$ cat src/rtl/mac_array_ctrl_pkg.sv
// mac_array_ctrl_pkg: array instruction codes, sequencer state encodings and query-limit helper
package mac_array_ctrl_pkg;
  localparam logic [1:0] INST_IDLE = 2'b00;
  localparam logic [1:0] INST_LOAD = 2'b01;
  localparam logic [1:0] INST_EXEC = 2'b10;
  localparam logic [2:0] S_IDLE  = 3'd0;
  localparam logic [2:0] S_LOAD  = 3'd1;
  localparam logic [2:0] S_GAP   = 3'd2;
  localparam logic [2:0] S_EXEC  = 3'd3;
  localparam logic [2:0] S_DRAIN = 3'd4;
  localparam logic [2:0] S_DONE  = 3'd5;
  function automatic int max_nq(input int addr_w, input int q_base);
    return (1 << addr_w) - q_base;
  endfunction
endpackage

$ cat src/rtl/mac_ctrl_drain.sv
// mac_ctrl_drain: pops psum rows from the output FIFO and writes them to consecutive psum SRAM addresses
module mac_ctrl_drain #(
  parameter int NQ_W    = 6,
  parameter int PADDR_W = 6
) (
  input  logic               clk,
  input  logic               reset,
  input  logic               clear,
  input  logic               active,
  input  logic [NQ_W-1:0]    nq,
  input  logic               ofifo_valid,
  output logic               ofifo_rd,
  output logic               psum_wr,
  output logic [PADDR_W-1:0] psum_addr,
  output logic               drain_done
);
  logic [NQ_W-1:0] pops;
  assign ofifo_rd = active && ofifo_valid && (pops < nq);
  // every pop is written one cycle later, so all rows are stored once no write is pending
  assign drain_done = (pops == nq) && !psum_wr;
  always_ff @(posedge clk) begin
    if (reset || clear) begin
      pops      <= '0;
      psum_wr   <= 1'b0;
      psum_addr <= '0;
    end else begin
      pops    <= pops + NQ_W'(ofifo_rd);
      psum_wr <= ofifo_rd;
      if (psum_wr) psum_addr <= psum_addr + PADDR_W'(1);
    end
  end
endmodule

$ cat src/rtl/mac_array_ctrl.sv
// mac_array_ctrl: LOAD/EXEC sequencer for the MAC column array with psum drain.
// Define MAC_CTRL_PERF_EN to add the run_cycles busy-cycle counter output.
module mac_array_ctrl
  import mac_array_ctrl_pkg::*;
#(
  parameter int COL      = 8,
  parameter int LOAD_CYC = COL + 2,
  parameter int ADDR_W   = 6,
  parameter int Q_BASE   = 16,
  parameter int NQ_W     = 6,
  parameter int PADDR_W  = 6
) (
  input  logic               clk,
  input  logic               reset,
  input  logic               start,
  input  logic [NQ_W-1:0]    num_q,
  output logic               busy,
  output logic               done,
  output logic               qk_rd,
  output logic [ADDR_W-1:0]  qk_addr,
  output logic [1:0]         inst,
  input  logic               ofifo_valid,
  output logic               ofifo_rd,
  output logic               psum_wr,
  output logic [PADDR_W-1:0] psum_addr
`ifdef MAC_CTRL_PERF_EN
  ,output logic [15:0]       run_cycles
`endif
);
  localparam int CNT_W = NQ_W > $clog2(LOAD_CYC) ? NQ_W : $clog2(LOAD_CYC);
  localparam logic [NQ_W-1:0] NQ_MAX = NQ_W'(max_nq(ADDR_W, Q_BASE));
  logic [2:0]       state;
  logic [CNT_W-1:0] cnt;
  logic [NQ_W-1:0]  nq;
  logic             accept, load_last, exec_last, drain_done;
  assign accept    = (state == S_IDLE) && start;
  assign load_last = cnt == CNT_W'(LOAD_CYC - 1);
  assign exec_last = cnt == CNT_W'(nq) - CNT_W'(1);
  assign busy      = (state == S_LOAD) || (state == S_GAP) || (state == S_EXEC) || (state == S_DRAIN);
  assign done      = state == S_DONE;
  assign qk_rd     = (state == S_LOAD) || (state == S_EXEC);
  assign qk_addr   = state == S_LOAD ? ADDR_W'(cnt) :
                     state == S_EXEC ? ADDR_W'(Q_BASE) + ADDR_W'(cnt) : '0;
  always_ff @(posedge clk) begin
    if (reset) begin
      state <= S_IDLE;
      cnt   <= '0;
      nq    <= '0;
      inst  <= INST_IDLE;
    end else begin
      // inst trails the read by one cycle to line up with SRAM read data at the array
      inst <= state == S_LOAD ? INST_LOAD : state == S_EXEC ? INST_EXEC : INST_IDLE;
      case (state)
        S_IDLE: if (start) begin
          nq    <= num_q > NQ_MAX ? NQ_MAX : num_q;
          cnt   <= '0;
          state <= num_q != '0 ? S_LOAD : S_DONE;
        end
        S_LOAD: begin
          cnt <= load_last ? '0 : cnt + CNT_W'(1);
          if (load_last) state <= S_GAP;
        end
        S_GAP: state <= S_EXEC;
        S_EXEC: begin
          cnt <= cnt + CNT_W'(1);
          if (exec_last) state <= S_DRAIN;
        end
        S_DRAIN: if (drain_done) state <= S_DONE;
        default: state <= S_IDLE;
      endcase
    end
  end
  mac_ctrl_drain #(.NQ_W(NQ_W), .PADDR_W(PADDR_W)) u_drain (
    .clk(clk),
    .reset(reset),
    .clear(accept),
    .active((state == S_EXEC) || (state == S_DRAIN)),
    .nq(nq),
    .ofifo_valid(ofifo_valid),
    .ofifo_rd(ofifo_rd),
    .psum_wr(psum_wr),
    .psum_addr(psum_addr),
    .drain_done(drain_done)
  );
`ifdef MAC_CTRL_PERF_EN
  always_ff @(posedge clk) begin
    if (reset || accept) run_cycles <= '0;
    else if (busy && run_cycles != 16'hFFFF) run_cycles <= run_cycles + 16'd1;
  end
`endif
endmodule

$ cat config.mk
export PLATFORM = sky130hd
export DESIGN_NAME = mac_array_ctrl
export DESIGN_NICKNAME = d
export VERILOG_FILES = /design/src/rtl/mac_array_ctrl_pkg.sv /design/src/rtl/mac_ctrl_drain.sv /design/src/rtl/mac_array_ctrl.sv
export SDC_FILE = /design/constraint.sdc
export NUM_CORES = 1
export LEC_CHECK = 0
export CAP_MARGIN = 20
export CORE_ASPECT_RATIO = 1.75
export CORE_MARGIN = 3
export CORE_UTILIZATION = 43
export CTS_CLUSTER_SIZE = 10
export DETAILED_ROUTE_END_ITERATION = 16
export PLACE_DENSITY_LB_ADDON = 0.1
export SLEW_MARGIN = 20
export SYNTH_ARGS = -nofsm -noshare
export SYNTH_HDL_FRONTEND = slang
export SYNTH_SLANG_ARGS = --single-unit
$ cat constraint.sdc
create_clock -name clk -period 2.6 [get_ports clk]
set_input_delay 0.52 -clock clk [delete_from_list [all_inputs] [get_ports clk]]
set_output_delay 0.52 -clock clk [all_outputs]
set_load 0.01 [all_outputs]
==> flow_summary_export.csv <==
group,metric,value,unit
die,initial_core_util,0.4561,
placement,globalplace.congestion,0.8903,
worst_setup_path,cp_slowest_cell,"dfxtp_1",
timing,drv_slew,0,
timing,min_period,2497,ps
route,wl,3.884,mm
grt,grt_overflow,0,
clocking,htree_num_levels,2,
logic_synthesis,async_flop_share,0,
worst_setup_path,crit_type,"flip-flop to primary output",
clocking,clockBufferDepth,2,
timing,post-route-period-util,0.9606,
logic_synthesis,synth_top_area_cell,"dfxtp_1",
placement,place_hpwl,2.992,mm
clocking,postCtsSetupBuffers,0,
worst_setup_path,end_kind,"primary output",
logic_synthesis,synth_compound_area_frac,0.1275,
route,vias_per_cell,5.186,
cells_and_area,area_delta_synth_final,31.50,%
logic_synthesis,synthAdderAreaFrac,0.09637,
cells_and_area,finish.utilization,0.5997,
cells_and_area,nets,261,
die,core-area,3701,µm²
logic_synthesis,synthMuxAreaShare,0.01779,
logic_synthesis,ys.flop_type,"dfxtp_1",
logic_synthesis,post_synth.cell_area_avg,8.439,µm²
route,routedWlPerCell,13.63,µm
die,pin_count,29,
logic_synthesis,synth_top_family_by_area,"simple AND/OR/NAND/NOR gates",
timing,finClkSkew,8.486,ps
logic_synthesis,synth_nets,223,
timing,tns,0,ps
clocking,cts_sinks,30,
clocking,cts_tree,"built",
logic_synthesis,postSynthCellCount,200,
power,total_power,1829,µW
logic_synthesis,ys_warn_count,0,
logic_synthesis,synth_area,1688,µm²
clocking,hold_buffers,0,
logic_synthesis,synth_xor_area_frac,0.1142,
timing,tightest_slew,426.2,ps
outcome,outcome,"finished, final reports clean",
logic_synthesis,synthTopCellsByArea,"dfxtp_1, ha_1, nor2_1",
route,drtIter0Drc,43,
timing,relSlewSlack,0.7119,
route,first_pass_iters,4,
logic_synthesis,synth.top_cell.area_share,0.3558,
die,die_w,53.36,µm
timing,max_freq,400.4,MHz
worst_setup_path,required,2080,ps
cells_and_area,diodes,0,
die,die_area,4743,µm²
logic_synthesis,synth.distinct_cells,36,
route,route.detailed.drc,0,
clocking,clk_pin_slew,70,ps
logic_synthesis,synth.yosys.seq_area_share,0.3558,
placement,port_buffers,28,
clocking,numCtsBuffers,5,
logic_synthesis,synth_edf_count,0,
clocking,worstSkewPairLatency,280,ps
die,rows,29,
timing,setup_viol,0,
timing,rsz0062_at_grt,"no",
cells_and_area,layout_common_cells,"nor2_1, dfxtp_1, clkdlybuf4s50_1, inv_1, ha_1",
grt,grt.total_usage,0.1881,
power,ir_drop,0.0007052,V
grt,grt_pass1_wl,6.596,mm
cells_and_area,drive_above_1_share,0.1004,
route,vias,1478,
worst_setup_path,max_stage_delay,330,ps
timing,hold_viol_final,0,
route,drtAntennaViolNets,0,
die,die_h,88.88,µm
logic_synthesis,synth-simple-area-share,0.2439,
clocking,cts_resized,2,
power,leakagePower,0.0009000,µW
grt,grt_pass1_vias,1468,
clocking,cts-root-buf,"clkbuf_8",
grt,grt_antenna_before_repair,0,
cells_and_area,fill_cells,364,
grt,grt_max_degree,15,
worst_setup_path,cp.arrival,1980,ps
min_path,hold_class,"flip-flop to flip-flop",
power,p_per_area,824.2,nW/µm²
worst_setup_path,cp-start-kind,"flip-flop",
worst_setup_path,crit_top_cell,"a21o_1",
worst_setup_path,cp_max_fo,3,
worst_setup_path,worstPathCellList,"inv_1 -> ha_1 -> a21o_1 -> a21o_1 -> a221oi_2 -> buf_4 -> clkdlybuf4s15_1",
flow_run,drv_cap,0,
logic_synthesis,ys_seq_elements,30,
==> synthesized netlist by cell type, drive strengths merged (5+ instances only) <==
cell    count
nand3       6
ha         13
and2        6
dfxtp      30
a21o        5
inv        14
nor3        5
xor2       10
xnor2      12
o21ai       8
nand2      12
nor2       30
a21oi       5
nand4       6
clkbuf      6
==> metrics by stage <==
| step | std cells | instance area [µm²] | hold WS [ps] | worst slack, ps |
|---|---|---|---|---|
| after detailed placement | 277 | 2071 | 483.3 | -49.49 |
| after CTS | 285 | 2218 | 501.8 | 40.94 |
| final | 285 | 2220 | 499.1 | 102.5 |
| after global routing | 285 | 2220 | 534.2 | 10.84 |
| after global placement | 277 | 2071 | 467.3 | -6.084 |
| after floorplan | 200 | 1688 | 483.0 | 190.5 |
==> layer usage <==
metal | GRT usage | vias to the layer above | routed length [µm]
li1 | - | 758 | -
met1 | 0.1927 | 677 | 1495
met5 | 0 | - | 0
met3 | 0.04553 | 8 | 168
met4 | 0.08372 | 0 | 82
met2 | 0.3453 | 35 | 2137
==> kinds of logic after synthesis <==
logic type               Yosys count
flip-flops                        30
AND/OR/NAND/NOR                   82
AO/OA/AOI/OAI                     30
adder cells (fa/ha/maj)           13
XOR/XNOR                          22
buffers and inverters             20
multiplexers                       3
==> final timing paths <==
kind / startpoint / to / slack, ps / depth (start not counted)
worst min-delay path: u_drain.psum_addr[5]$_SDFFE_PP0P_ / u_drain.psum_addr[5]$_SDFFE_PP0P_ / 500 / 2
worst min register to register: u_drain.psum_addr[5]$_SDFFE_PP0P_ / u_drain.psum_addr[5]$_SDFFE_PP0P_ / 500 / 2
worst max register to register: nq[3]$_SDFFE_PP0P_ / u_drain.pops[5]$_SDFF_PP0_ / 330 / 11
worst max-delay path: nq[3]$_SDFFE_PP0P_ / ofifo_rd / 100 / 7
==> cell type report <==
type,count,area (µm²),area share
Clock inverter,2,60.06,0.02706
Sequential cell,30,600.6,0.2706
Multi-Input combinational cell,150,1018,0.4589
Inverter,14,52.55,0.02368
Tap cell,46,57.56,0.02593
Clock buffer,6,82.58,0.03720
Timing Repair Buffer,37,347.8,0.1567
==> where the power goes <==
group          switching [µW]  internal [µW]
Combinational             344            327
Sequential               61.3            512
Clock                     176            409
==> registers in the layout, summed over array words and instances, names as in the netlist <==
register,cells
state,3
nq,6
u_drain.psum_addr,6
inst,2
u_drain.psum_wr,1
cnt,6
u_drain.pops,6
==> critical path, delay by kind of cell, from the launching register on <==
kind,cells,cell delay [ps]
buffers and inverters,3,430
flip-flops,1,330
adder cells (fa/ha/maj),1,310
AO/OA/AOI/OAI,3,620
No activity file was read; power rests on OpenSTA's default activity.
==> variant 1: new RTL, config.mk and constraints unchanged <==
Put a register stage on the outputs `busy`, `done`, `qk_rd` and `qk_addr`, without a reset. The values now appear one clock later. The other outputs are not delayed to match. Comments in the files are not updated.
--- a/src/rtl/mac_array_ctrl.sv
+++ b/src/rtl/mac_array_ctrl.sv
@@ -36,11 +36,12 @@
   assign accept    = (state == S_IDLE) && start;
   assign load_last = cnt == CNT_W'(LOAD_CYC - 1);
   assign exec_last = cnt == CNT_W'(nq) - CNT_W'(1);
-  assign busy      = (state == S_LOAD) || (state == S_GAP) || (state == S_EXEC) || (state == S_DRAIN);
-  assign done      = state == S_DONE;
-  assign qk_rd     = (state == S_LOAD) || (state == S_EXEC);
-  assign qk_addr   = state == S_LOAD ? ADDR_W'(cnt) :
-                     state == S_EXEC ? ADDR_W'(Q_BASE) + ADDR_W'(cnt) : '0;
+  always_ff @(posedge clk) begin
+    busy    <= (state == S_LOAD) || (state == S_GAP) || (state == S_EXEC) || (state == S_DRAIN);
+    done    <= state == S_DONE;
+    qk_rd   <= (state == S_LOAD) || (state == S_EXEC);
+    qk_addr <= state == S_LOAD ? ADDR_W'(cnt) : state == S_EXEC ? ADDR_W'(Q_BASE) + ADDR_W'(cnt) : '0;
+  end
   always_ff @(posedge clk) begin
     if (reset) begin
       state <= S_IDLE;
Function: changed (Yosys sat finds a counterexample within 4 cycles, from zero or initial values and one cycle with reset high).
==> variant 1 against the unedited design <==
Cell area grew 9.9%; area after synthesis grew 11%; critical path type unchanged; setup slack gained 0.088 ns; highest routed layer unchanged; routed wire length grew 3.1%; sequential cell count grew 9; sequential share of layout area grew 5.0 points; core utilization shrank 1.8 points.
Power is not compared: it rests on default switching activity, and its combinational part moved more than twofold at a synthesized area within 25%.
==> variant 1: results (changes against the unedited design) <==
post-synthesis sequential area ratio = 0.415 (was 0.356)
largest net degree at the start of global routing = 13 (was 15)
measured slew at the worst slew-check pin = 0.446 ns (was 0.426 ns)
Post-synth top cells = 39 x dfxtp_1, 31 x nor2_1, 13 x ha_1 (was 30 x dfxtp_1, 30 x nor2_1, 14 x inv_1)
top-area cell type share of the netlist area = 0.415 (was 0.356)
DRT iter0 DRCs = 26 (was 43)
drt total wl = 4010 um (was 3880 um)
largest cells by area after synthesis = dfxtp_1 42%, ha_1 8.6%, nor2_1 6.2%, xnor2_1 5.1%, xor2_1 5.1% (was dfxtp_1 36%, ha_1 9.6%, nor2_1 6.7%, xnor2_1 6.2%, xor2_1 5.2%)
met2 Usage GRT = 0.318 (was 0.345)
DR vias/cell = 5.07 (was 5.19)
post-synthesis compound-gate area fraction = 0.110 (was 0.128)
post-synthesis cell type count = 44 (was 36)
fin crit period = 2.41 ns (was 2.50 ns)
placed cells = 295 (was 277)
DR pass1 iterations = 2 (was 4)
multiplexer share of the synthesized area = 0.0106 (was 0.0178)
outcome = completed (unchanged)
met1 Use GR = 0.177 (was 0.193)
fill count = 414 (was 364)
met3 global-route usage = 0.0345 (was 0.0455)
Routed WL per cell = 13.2 um (was 13.6 um)
Synth Area in XOR/XNOR = 0.111 (was 0.114)
FF-to-FF path depth = 13 (was 11)
setup slack, reg-to-reg = 0.26 ns (was 0.33 ns)
M1 WL = 1620 um (was 1500 um)
gr usage total = 0.169 (was 0.188)
vias in the first global route = 1559 (was 1468)
met2 wire length = 2140 um (about the same)
GP Congestion = 0.844 (was 0.890)
## variant 1: changes by cell type after synthesis, sizes merged, moves of 2 or more
| cell | change |
|---|---|
| dfxtp | +9 |
| a21oi | +5 |
| a21o | -3 |
| buf | +3 |
| clkbuf | -3 |
| a211o | -2 |
| and4b | -2 |
| nand2 | -2 |
| nand4b | +2 |
| or3 | +2 |
| xor2 | +2 |
## variant 1: cell type report
cell class / count / area (um2) / area share
multi-input cells: 149 / 1040 / 0.427
flip-flops and latches: 39 / 781 / 0.320
well taps: 49 / 61.3 / 0.0251
repair buffers: 45 / 403 / 0.165
inverters: 14 / 52.6 / 0.0215
clock buffers: 8 / 100 / 0.0410
## variant 1: power breakdown
part / leakage (nW) / internal [W] / switching (W)
logic: 0.579 / 0.0000830 / 0.0000857
clock network: 0.0515 / 0.000242 / 0.000204
registers: 0.316 / 0.000611 / 0.0000111
total: 0.946 / 0.000937 / 0.000300
==> variant 2: new RTL, config.mk and constraints unchanged <==
Without the edit above. Change the parameter `ADDR_W` from 6 to 7.
--- a/src/rtl/mac_array_ctrl.sv
+++ b/src/rtl/mac_array_ctrl.sv
@@ -5,7 +5,7 @@
 #(
   parameter int COL      = 8,
   parameter int LOAD_CYC = COL + 2,
-  parameter int ADDR_W   = 6,
+  parameter int ADDR_W   = 7,
   parameter int Q_BASE   = 16,
   parameter int NQ_W     = 6,
   parameter int PADDR_W  = 6
Ports: changed (resized qk_addr); port bits go from 29 to 30. No check against the original RTL was run, so the function may have changed too.
==> variant 2 against the unedited design <==
Die area increased by 4.3%; routed wire length increased by 7.8%; setup slack improved by 0.040 ns; clock skew about the same; critical path depth decreased by 1; final cell count increased by 1.1%; core utilization decreased by 2.5 points; cell area increased by 1.1%; count of clock-buffer cells in the layout increased by 1; sequential cell count unchanged; area after synthesis increased by 4.7%; largest cell class unchanged.
Power is not compared: it rests on default switching activity, and its combinational part moved more than twofold at a synthesized area within 25%.
==> variant 2: results (changes against the unedited design) <==
largest net degree at the start of global routing = 16 (was 15)
final setup violation count = 0 (unchanged)
Worst Path Max Fanout = 7 (was 3)
slowest CP cell = dfxtp_1 (unchanged)
global-route wire length before repair = 7020 um (was 6600 um)
Resize count post-CTS = 2 (unchanged)
largest cells by area after synthesis = dfxtp_1 34%, ha_1 9.9%, xor2_1 6.4%, nor2_1 6.2%, xnor2_1 5.4% (was dfxtp_1 36%, ha_1 9.6%, nor2_1 6.7%, xnor2_1 6.2%, xor2_1 5.2%)
CTS root buf = clkbuf_8 (unchanged)
DRT iter0 DRCs = 11 (was 43)
DR pass1 iterations = 5 (was 4)
drt total wl = 4190 um (was 3880 um)
main flop type after synthesis = dfxtp_1 (unchanged)
Num CTS Buffers = 5 (unchanged)
Detail Placement HPWL = 3340 um (was 2990 um)
CP top delay family = buffers and inverters (was compound AO/OA/AOI/OAI gates)
DR vias/cell = 5.28 (was 5.19)
worst skew pair latency = 0.28 ns (about the same)
clk slew on worst S/H paths = 0.07 ns (about the same)
Hold WC Path Type = register to register (unchanged)
NetSw = 0.000359 W
initial antenna violation count = 0 (unchanged)
Data arrival, critical path = 1.94 ns (was 1.98 ns)
max incr delay on CP = 0.49 ns (was 0.33 ns)
placed cells = 280 (was 277)
FF-to-FF path depth = 11 (unchanged)
Setup Skew = 0.00865 ns (was 0.00849 ns)
hold path depth = 1 (was 2)
vias in the first global route = 1581 (was 1468)
Routed WL per cell = 14.5 um (was 13.6 um)
GP Congestion = 0.832 (was 0.890)
H-tree levels = 2 (unchanged)
outcome = completed (unchanged)
post-synthesis sequential area ratio = 0.340 (was 0.356)
post-synthesis cell type count = 43 (was 36)
IO Port Bufs = 29 (was 28)
Syn Inst Count = 201 (was 200)
Pleak = 0.896 nW
Final nets = 263 (was 261)
Post-synth top cells = 30 x dfxtp_1, 29 x nor2_1, 14 x ha_1 (was 30 x dfxtp_1, 30 x nor2_1, 14 x inv_1)
Longest Clk Path Bufs = 2 (unchanged)
Antenna Cells = 0 (unchanged)
Syn Nets = 225 (was 223)
postcts setup bufs = 0 (unchanged)
relative slew slack = 0.678 (was 0.712)
gr usage total = 0.190 (was 0.188)
yosys warns = 0 (unchanged)
share of cells above drive strength 1 = 0.125 (was 0.100)
-- variant 2: cell count changes in the layout (fill, tap and decap cells not counted), moves of 3 or more --
cell	delta
a22o_1	+4
nor2b_1	-3
o211ai_1	+3
o21ai_0	-3
xor2_1	+3
-- variant 2: area by class of cell --
cell class              instances  area (um2)
multi-input cells             148        1070
clock inverters                 1        5.00
inverters                      15        57.6
fillers                       399        1660
repair buffers                 39         360
well taps                      48        60.1
flip-flops and latches         30         601
clock buffers                   7        86.3
-- variant 2: logic make-up (layout without fill, tap and decap cells) --
family          Yosys count  after routing  synth area share
xor+xnor                 24             24             0.119
mux                       5              5            0.0283
flops                    30             30             0.340
compound gates           31             31             0.140
simple gates             74             74             0.214
fa+ha+maj                14             14            0.0991
buf+inv                  23             62            0.0601
-- variant 2: power by group through the flow --
stage          registers, W  logic [W]  clock network (W)
3_3_place_gp       0.000515   0.000285                  0
2_1_floorplan      0.000506   0.000200                  0
4_1_cts            0.000507   0.000293           0.000397
6_report           0.000506   0.000295           0.000389
5_1_grt            0.000511   0.000325           0.000421
3_5_place_dp       0.000517   0.000292                  0
-- variant 2: worst paths after layout --
path                            startpoint               to  slack [ns]
worst max register to register       nq[3]  u_drain.pops[5]        0.22
worst max-delay path              state[2]       qk_addr[6]        0.14
worst min-delay path                 nq[2]            nq[2]        0.51
worst min register to register       nq[2]            nq[2]        0.51
-- variant 2: through the flow --
stage | setup WS (ns) | power (W) | instance area, um2
after global placement | 0.0571 | 0.000801 | 2140
final | 0.143 | 0.00119 | 2240
after global routing | 0.00761 | 0.00126 | 2240
after floorplan | 0.169 | 0.000706 | 1770
after detailed placement | 0.0256 | 0.000808 | 2140
after CTS | 0.0118 | 0.00120 | 2240
-- variant 2: metal layers --
layer | part of all wire | up-vias | global-route usage
li1 | - | 765 | -
met1 | 0.39 | 697 | 0.206
met2 | 0.53 | 43 | 0.316
met3 | 0.033 | 17 | 0.0446
met4 | 0.043 | 0 | 0.106
met5 | 0 | - | 0
